$ cat config.mk
export PLATFORM = sky130hd
export DESIGN_NAME = cordic_range_ctrl
export DESIGN_NICKNAME = d
export VERILOG_FILES = /design/src/rtl/cordic_range_ctrl.sv
export SDC_FILE = /design/constraint.sdc
export NUM_CORES = 1
export LEC_CHECK = 0
export CAP_MARGIN = 20
export CORE_MARGIN = 8
export CORE_UTILIZATION = 40
export DETAILED_ROUTE_END_ITERATION = 10
export PLACE_DENSITY = 0.77
export SYNTH_ARGS = -nofsm -noshare
export SYNTH_HDL_FRONTEND = slang
export SYNTH_SLANG_ARGS = --single-unit
export TNS_END_PERCENT = 100
$ cat constraint.sdc
create_clock -name clk -period 6.41 [get_ports clk]
set_input_delay 0.641 -clock clk [delete_from_list [all_inputs] [get_ports clk]]
set_output_delay 0.641 -clock clk [all_outputs]
set_load 0.02 [all_outputs]
$ cat src/rtl/cordic_range_ctrl.sv
// cordic_range_ctrl: folds request operands into the CORDIC convergence range, launches the core, unfolds its results
//
// Ports:
//   clk, rst (async, active-low)      clock and reset
//   in_valid/in_ready, in_mode        request handshake; mode 0 = rotation, 1 = vectoring
//   in_x, in_y, in_z                  signed Q15 request operands
//   cor_start, cor_mode, cor_x/y/z    one-cycle launch pulse and folded operands to the core
//   cor_done, cor_x/y/z_res           core completion pulse and raw results
//   out_valid/out_ready               result handshake
//   out_x/y/z, out_mode, out_err      unfolded results, mode echo, range/timeout error
module cordic_range_ctrl #(
    parameter int WIDTH   = 32,
    parameter int PI      = 102944,
    parameter int HALF_PI = 51472,
    parameter int TIMEOUT = 64
) (
    input  logic                    clk,
    input  logic                    rst,
    input  logic                    in_valid,
    output logic                    in_ready,
    input  logic                    in_mode,
    input  logic signed [WIDTH-1:0] in_x,
    input  logic signed [WIDTH-1:0] in_y,
    input  logic signed [WIDTH-1:0] in_z,
    output logic                    cor_start,
    output logic                    cor_mode,
    output logic signed [WIDTH-1:0] cor_x,
    output logic signed [WIDTH-1:0] cor_y,
    output logic signed [WIDTH-1:0] cor_z,
    input  logic                    cor_done,
    input  logic signed [WIDTH-1:0] cor_x_res,
    input  logic signed [WIDTH-1:0] cor_y_res,
    input  logic signed [WIDTH-1:0] cor_z_res,
    output logic                    out_valid,
    input  logic                    out_ready,
    output logic signed [WIDTH-1:0] out_x,
    output logic signed [WIDTH-1:0] out_y,
    output logic signed [WIDTH-1:0] out_z,
    output logic                    out_mode,
    output logic                    out_err
);
    typedef enum logic [1:0] {IDLE, LAUNCH, WAIT, OUTPUT} state_t;
    localparam int CW = $clog2(TIMEOUT + 1);
    localparam logic signed [WIDTH-1:0] PI_W  = WIDTH'(PI);
    localparam logic signed [WIDTH-1:0] NPI_W = -WIDTH'(PI);
    localparam logic signed [WIDTH-1:0] HP_W  = WIDTH'(HALF_PI);
    localparam logic signed [WIDTH-1:0] NHP_W = -WIDTH'(HALF_PI);

    // Sign-extend by one bit; a disagreement between the top two bits means overflow, clamp toward its sign.
    function automatic logic signed [WIDTH-1:0] sat_add(input logic signed [WIDTH-1:0] a, b);
        logic signed [WIDTH:0] s;
        s = {a[WIDTH-1], a} + {b[WIDTH-1], b};
        return (s[WIDTH] != s[WIDTH-1]) ? {s[WIDTH], {(WIDTH-1){~s[WIDTH]}}} : s[WIDTH-1:0];
    endfunction

    function automatic logic signed [WIDTH-1:0] sat_neg(input logic signed [WIDTH-1:0] a);
        return (a == {1'b1, {(WIDTH-1){1'b0}}}) ? {1'b0, {(WIDTH-1){1'b1}}} : -a;
    endfunction

    state_t state, nxt;
    logic [CW-1:0] cnt;
    logic flag, ysign, range_err, timeout;
    logic rot_hi, rot_lo, fold_flag, range_bad;
    logic signed [WIDTH-1:0] fold_x, fold_y, fold_z, res_x, res_y, res_z;

    assign timeout = cnt == CW'(TIMEOUT - 1);

    always_ff @(posedge clk or negedge rst) begin
        if (!rst) state <= IDLE;
        else state <= nxt;
    end

    always_comb begin
        nxt = state;
        case (state)
            IDLE:    nxt = in_valid ? LAUNCH : IDLE;
            LAUNCH:  nxt = WAIT;
            WAIT:    nxt = (cor_done || timeout) ? OUTPUT : WAIT;
            OUTPUT:  nxt = out_ready ? IDLE : OUTPUT;
            default: nxt = IDLE;
        endcase
    end

    always_comb begin
        in_ready  = state == IDLE;
        cor_start = state == LAUNCH;
        out_valid = state == OUTPUT;
    end

    // Rotation folds z by +-pi (which negates x/y of the result); vectoring mirrors a left-half-plane vector.
    always_comb begin
        rot_hi    = in_z > HP_W;
        rot_lo    = in_z < NHP_W;
        fold_flag = in_mode ? in_x[WIDTH-1] : (rot_hi || rot_lo);
        fold_x    = (in_mode && in_x[WIDTH-1]) ? sat_neg(in_x) : in_x;
        fold_y    = (in_mode && in_x[WIDTH-1]) ? sat_neg(in_y) : in_y;
        fold_z    = in_mode ? in_z : rot_hi ? sat_add(in_z, NPI_W) : rot_lo ? sat_add(in_z, PI_W) : in_z;
        range_bad = !in_mode && (in_z > PI_W || in_z < NPI_W);
    end

    // Mirrored vectors get pi added back toward the side the original y lay on.
    always_comb begin
        res_x = (!cor_mode && flag) ? sat_neg(cor_x_res) : cor_x_res;
        res_y = (!cor_mode && flag) ? sat_neg(cor_y_res) : cor_y_res;
        res_z = (cor_mode && flag) ? sat_add(cor_z_res, ysign ? NPI_W : PI_W) : cor_z_res;
    end

    always_ff @(posedge clk or negedge rst) begin
        if (!rst) begin
            cor_mode  <= 1'b0;
            cor_x     <= '0;
            cor_y     <= '0;
            cor_z     <= '0;
            flag      <= 1'b0;
            ysign     <= 1'b0;
            range_err <= 1'b0;
            cnt       <= '0;
            out_x     <= '0;
            out_y     <= '0;
            out_z     <= '0;
            out_mode  <= 1'b0;
            out_err   <= 1'b0;
        end else begin
            if (state == IDLE && in_valid) begin
                cor_mode  <= in_mode;
                cor_x     <= fold_x;
                cor_y     <= fold_y;
                cor_z     <= fold_z;
                flag      <= fold_flag;
                ysign     <= in_y[WIDTH-1];
                range_err <= range_bad;
                out_mode  <= in_mode;
            end
            cnt <= (state == WAIT) ? cnt + CW'(1) : '0;
            if (state == WAIT && cor_done) begin
                out_x   <= res_x;
                out_y   <= res_y;
                out_z   <= res_z;
                out_err <= range_err;
            end else if (state == WAIT && timeout) begin
                out_x   <= '0;
                out_y   <= '0;
                out_z   <= '0;
                out_err <= 1'b1;
            end
        end
    end
endmodule

After elaboration in Yosys (flattened, before gate mapping)
Cells that the tools add are included.
{"block": "word_totals", "register_bits": 206, "elab_cells": 81, "out_inout_bits": 198}
{"block": "op_classes", "bitwise": 3, "n_addsub": 8, "eq_ne": 11, "order_cmp": 4, "n_reduce_logical": 14, "muxes": 28}
{"op": "two-way mux 32 bit", "count": 20}
{"op": "== test 32 bit, second input constant", "count": 4}
{"op": "negation 32 bit", "count": 4}
{"op": "adder 32 x 18 -> 33 bit, second input constant", "count": 2}
{"op": "adder 32 x 32 -> 33 bit", "count": 1}
{"op": "greater-than comparator 32 x 17 -> 1 bit, second input constant", "count": 1}
{"op": "greater-than comparator 32 x 18 -> 1 bit, second input constant", "count": 1}
{"op": "less-than comparator 32 x 17 -> 1 bit, second input constant", "count": 1}
{"op": "less-than comparator 32 x 18 -> 1 bit, second input constant", "count": 1}
{"op": "one-hot mux 2 bit (4 select lines)", "count": 1}
{"op": "adder 7 x 1 -> 7 bit, second input constant", "count": 1}
{"op": "== test 7 x 6 -> 1 bit, second input constant", "count": 1}
{"op": "logical AND 1 bit", "count": 7}
{"op": "two-way mux 7 bit", "count": 1}
{"op": "two-way mux 1 bit", "count": 5}
{"op": "== test 2 bit, second input constant", "count": 2}
{"op": "logical OR 1 bit", "count": 3}
{"op": "!= test 1 bit", "count": 3}
{"op": "inverter 1 bit", "count": 3}
{"op": "== test 2 x 1 -> 1 bit, second input constant", "count": 1}
{"op": "logical NOT 1 bit", "count": 2}
{"op": "logical NOT 2 bit", "count": 1}
{"op": "two-way mux 2 bit", "count": 1}
{"op": "nonzero test 2 bit", "count": 1}

Depth between registers and ports, before layout
{"block": "logic_depth", "depth_word": 6, "ltp_mapped": 13, "mapped_depth_nobuf": 11}

Least setup slack after synthesis
No wires, ideal clock.
{"block": "synth_timing", "path_type": "flip-flop to flip-flop", "startpoint": "register ysign", "endpoint": "register out_z[10]", "t_arrival_ns": 3.269, "setup_time_ns": 0.066, "path_stages_with_launch": 13, "path_buffers": 1, "path_slack_ns": 3.075, "path_cell_list": "dfrtp_1 > inv_1 > ha_1 > nand3_1 > or4_1 > a21oi_1 > o31ai_1 > a211oi_2 > and3_1 > a22o_1 > clkbuf_1 > o21ai_0 > nand2_1"}
{"block": "synth_via", "elab_chain_len": 6}
{"item": "start, declared", "line_no": "62", "text": "logic flag, ysign, range_err, timeout;"}
{"item": "start signal, assigned", "line_no": "130", "text": "ysign <= in_y[WIDTH-1];"}
{"item": "two-way mux 32 bit (*)", "line_no": "105", "text": "res_z = (cor_mode && flag) ? sat_add(cor_z_res, ysign ? NPI_W : PI_W) : cor_z_res;"}
{"item": "adder 32 x 32 -> 33 bit (*)", "line_no": "52", "text": "s = {a[WIDTH-1], a} + {b[WIDTH-1], b};"}
{"item": "!= test 1 bit / inverter 1 bit (equally long branches)", "line_no": "53", "text": "return (s[WIDTH] != s[WIDTH-1]) ? {s[WIDTH], {(WIDTH-1){~s[WIDTH]}}} : s[WIDTH-1:0];"}
{"item": "two-way mux 32 bit (*)", "line_no": "53"}
{"item": "two-way mux 32 bit (*)", "line_no": "105"}
{"item": "two-way mux 32 bit (*)", "line_no": "135", "text": "if (state == WAIT && cor_done) begin"}
{"item": "end signal, assigned", "line_no": "138", "text": "out_z <= res_z;"}
{"item": "end, declared", "line_no": "38", "text": "output logic signed [WIDTH-1:0] out_z,"}
Mark *: on every way between the ends. The rest lies on a longest branch, timed or not.
A chain may end at the register's enable or synchronous reset.

Final worst setup path
{"block": "layout_timing", "startpoint": "register ysign", "endpoint": "register out_z[17]"}
The elaborated chain is that of the path after synthesis.

==> impl_metrics.json <==
{
  "run_status": "finished, final reports clean",
  "crit_arrival_ps": 5120,
  "initial_core_util_pct": 40.6,
  "worst_pin_slew_ps": 1040,
  "fin_crit_ps": 4630,
  "placed_area_mm2": 0.0183,
  "synthToLayoutAreaGrowth_pct": 36.7,
  "post-route-period-util_pct": 72.3,
  "hpwl_um": 38400,
  "cp_max_fo": 24,
  "track_usage_pct": 24.0,
  "die_w_um": 203,
  "grt_pass1_wl_um": 81500,
  "drt-total-wl_um": 51600,
  "async_flop_share_pct": 100,
  "synth-edff-count": 0,
  "grt_max_degree": 104,
  "io_pins": 396,
  "drive_gt1_share_pct": 4.65,
  "num_rows": 68,
  "fin_setup_tns_ps": 0,
  "slew_viol_final": 0,
  "grt_pass1_vias": 14600,
  "ys_seq_area_share_pct": 36.7,
  "slowest_delay_ps": 950,
  "critPathLaunchType": "register",
  "pre_cts_ws_ps": 1820,
  "synth-main-ff-cell": "dfrtp_1",
  "power.leakage_nw": 7.93,
  "final_util_pct": 55.6,
  "p_int_mw": 5.10,
  "cts_hold_buffers": 0,
  "syn_nets": 1937,
  "wl_per_cell_um": 20.4,
  "cts-resized-gates": 0,
  "p_seq_share_pct": 26.2,
  "grt_antenna_before_repair": 4,
  "final_nets": 2278,
  "clock_sinks": 206,
  "p_sw_mw": 3.78,
  "p_per_area_mw_per_mm2": 462,
  "cts.htree.levels": 1,
  "cpMaxStageDelayCell": "dfrtp_1",
  "hold_violations": 0,
  "finalPower_mw": 8.88,
  "drc": 0,
  "vias_per_cell": 5.75,
  "power_frac_comb_pct": 56.0,
  "clk_pin_slew_ps": 60,
  "final_common_cell": "clkdlybuf4s50_1",
  "ys_warn_count": 0,
  "vias": 14500,
  "irDropWorstVdd_mv": 0.362,
  "slew_headroom_pct": 30.5,
  "drt_pass1_iterations": 6,
  "skew_ps": 17.8,
  "tritoncts": "done",
  "cts_root_buf": "clkbuf_16",
  "final_cell_mix": "clkdlybuf4s50_1, a21oi_1, dfrtp_1, nor2_1, nand2_1",
  "fin_area_mm2": 0.0192,
  "ant_nets": 0,
  "synthCells": 1704,
  "end_kind": "register",
  "avgSynthCellArea_um2": 8.24,
  "switching_share_pct": 42.6,
  "synth_seq_cells": 206,
  "grt_overflow": 0,
  "postCtsSetupBuffers": 0,
  "syn-cell-area_mm2": 0.0140,
  "fmax_mhz": 216,
  "port-buffer-count": 395,
  "layout_setup_ws_ps": 1780,
  "clk_path_buf_depth": 3,
  "die_y_um": 203,
  "hp-class": "input pin to async pin",
  "setup_viol": 0,
  "drtIter0Drc": 892,
  "ys_types": 76,
  "gp_congestion": 0.919,
  "worstPathRequired_ps": 6900,
  "path_common_cell": "a211oi_1",
  "die_area_mm2": 0.0414,
  "clock_latency_ps": 550,
  "core_mm2": 0.0345,
  "rsz0062_at_grt": "false",
  "cts_buffers": 26,
  "max_cap_viol_count": 0,
  "worstSetupPathType": "register to register",
  "path_cells": "inv_1 > ha_1 > nand3_1 > or4_1 > a21oi_1 > o31ai_1 > a211oi_2 > a211oi_1 > a211oi_1 > buf_4 > a21boi_0 > a221o_1",
  "pwr-share-clk_pct": 17.8
}
==> worst max-delay path, delay by kind of cell (launching register included) <==
kind | cells | cell delay [ps]
flip-flops | 1 | 950
AND/OR/NAND/NOR | 2 | 680
adder cells (fa/ha/maj) | 1 | 500
buffers and inverters | 2 | 640
AO/OA/AOI/OAI | 7 | 1790
==> metal layers <==
layer / GRT usage, % / routed length [um] / up-vias
li1: - / - / 6847
met1: 30.3 / 21400 / 6989
met2: 39.5 / 24100 / 605
met3: 7.57 / 5070 / 71
met4: 5.72 / 1070 / 2
met5: 0 / 11 / -
==> kinds of logic after synthesis <==
| family | after synthesis | synth area share [%] |
|---|---|---|
| compound gates | 600 | 26.5 |
| simple gates | 568 | 19.4 |
| flops | 206 | 36.7 |
| xor+xnor | 157 | 9.79 |
| buf+inv | 136 | 4.29 |
| fa+ha+maj | 35 | 3.17 |
| mux | 2 | 0.160 |
==> final timing paths <==
| path | slack (ps) | endpoint | cells past startpoint | from |
|---|---|---|---|---|
| setup / recovery | 1780 | out_z[17] | 12 | ysign |
| hold / removal | 150 | cor_z[11] | 1 | rst |
| setup reg to reg | 1780 | out_z[17] | 12 | ysign |
| hold reg to reg | 470 | cnt[0] | 1 | cnt[0] |
| max in group asynchronous | 4740 | out_x[17] | 2 | rst |
| min in group clk | 470 | cnt[0] | 1 | cnt[0] |
==> cell type report <==
type                    instances  area [um^2]
flip-flops and latches        206         5150
well taps                     455          569
clock inverters                15          190
multi-input cells            1362         8310
clock buffers                  33          728
inverters                      37          139
diodes                          2         5.00
repair buffers                412         4100
fillers                      3181        15300
==> Yosys cell counts, types with 36 or more instances <==
library cell	number	area (um^2)
o21ai_0	116	581
a21o_1	74	556
inv_1	37	139
nor2_1	173	649
clkbuf_1	74	278
dfrtp_1	206	5150
nand3_1	36	180
a21oi_1	218	1090
xnor2_1	100	876
xor2_1	57	499
nand2_1	164	616
nor3_1	50	250
==> through the flow <==
stage                     instances  hold WS [ps]
after global routing           2521           216
final                          2522           149
after floorplan                1704           345
after CTS                      2518           187
after detailed placement       2470           458
after global placement         2469           447
==> sequential cells by signal (all words and copies together) (netlist names) <==
name / count
cnt: 7
cor_x: 32
cor_y: 32
cor_z: 32
flag: 1
out_err: 1
out_mode: 1
out_x: 32
out_y: 32
out_z: 32
range_err: 1
state: 2
ysign: 1
==> power by group through the flow <==
stage / combinational [mW] / sequential (mW) / clock [mW]
floorplan: 2.20 / 3.00 / 0
global placement: 4.91 / 2.32 / 0
detailed placement: 4.97 / 2.34 / 0
CTS: 5.00 / 2.33 / 1.62
global route: 5.39 / 2.40 / 1.67
finish: 4.97 / 2.33 / 1.58
No activity file was read; power rests on OpenSTA's default activity.
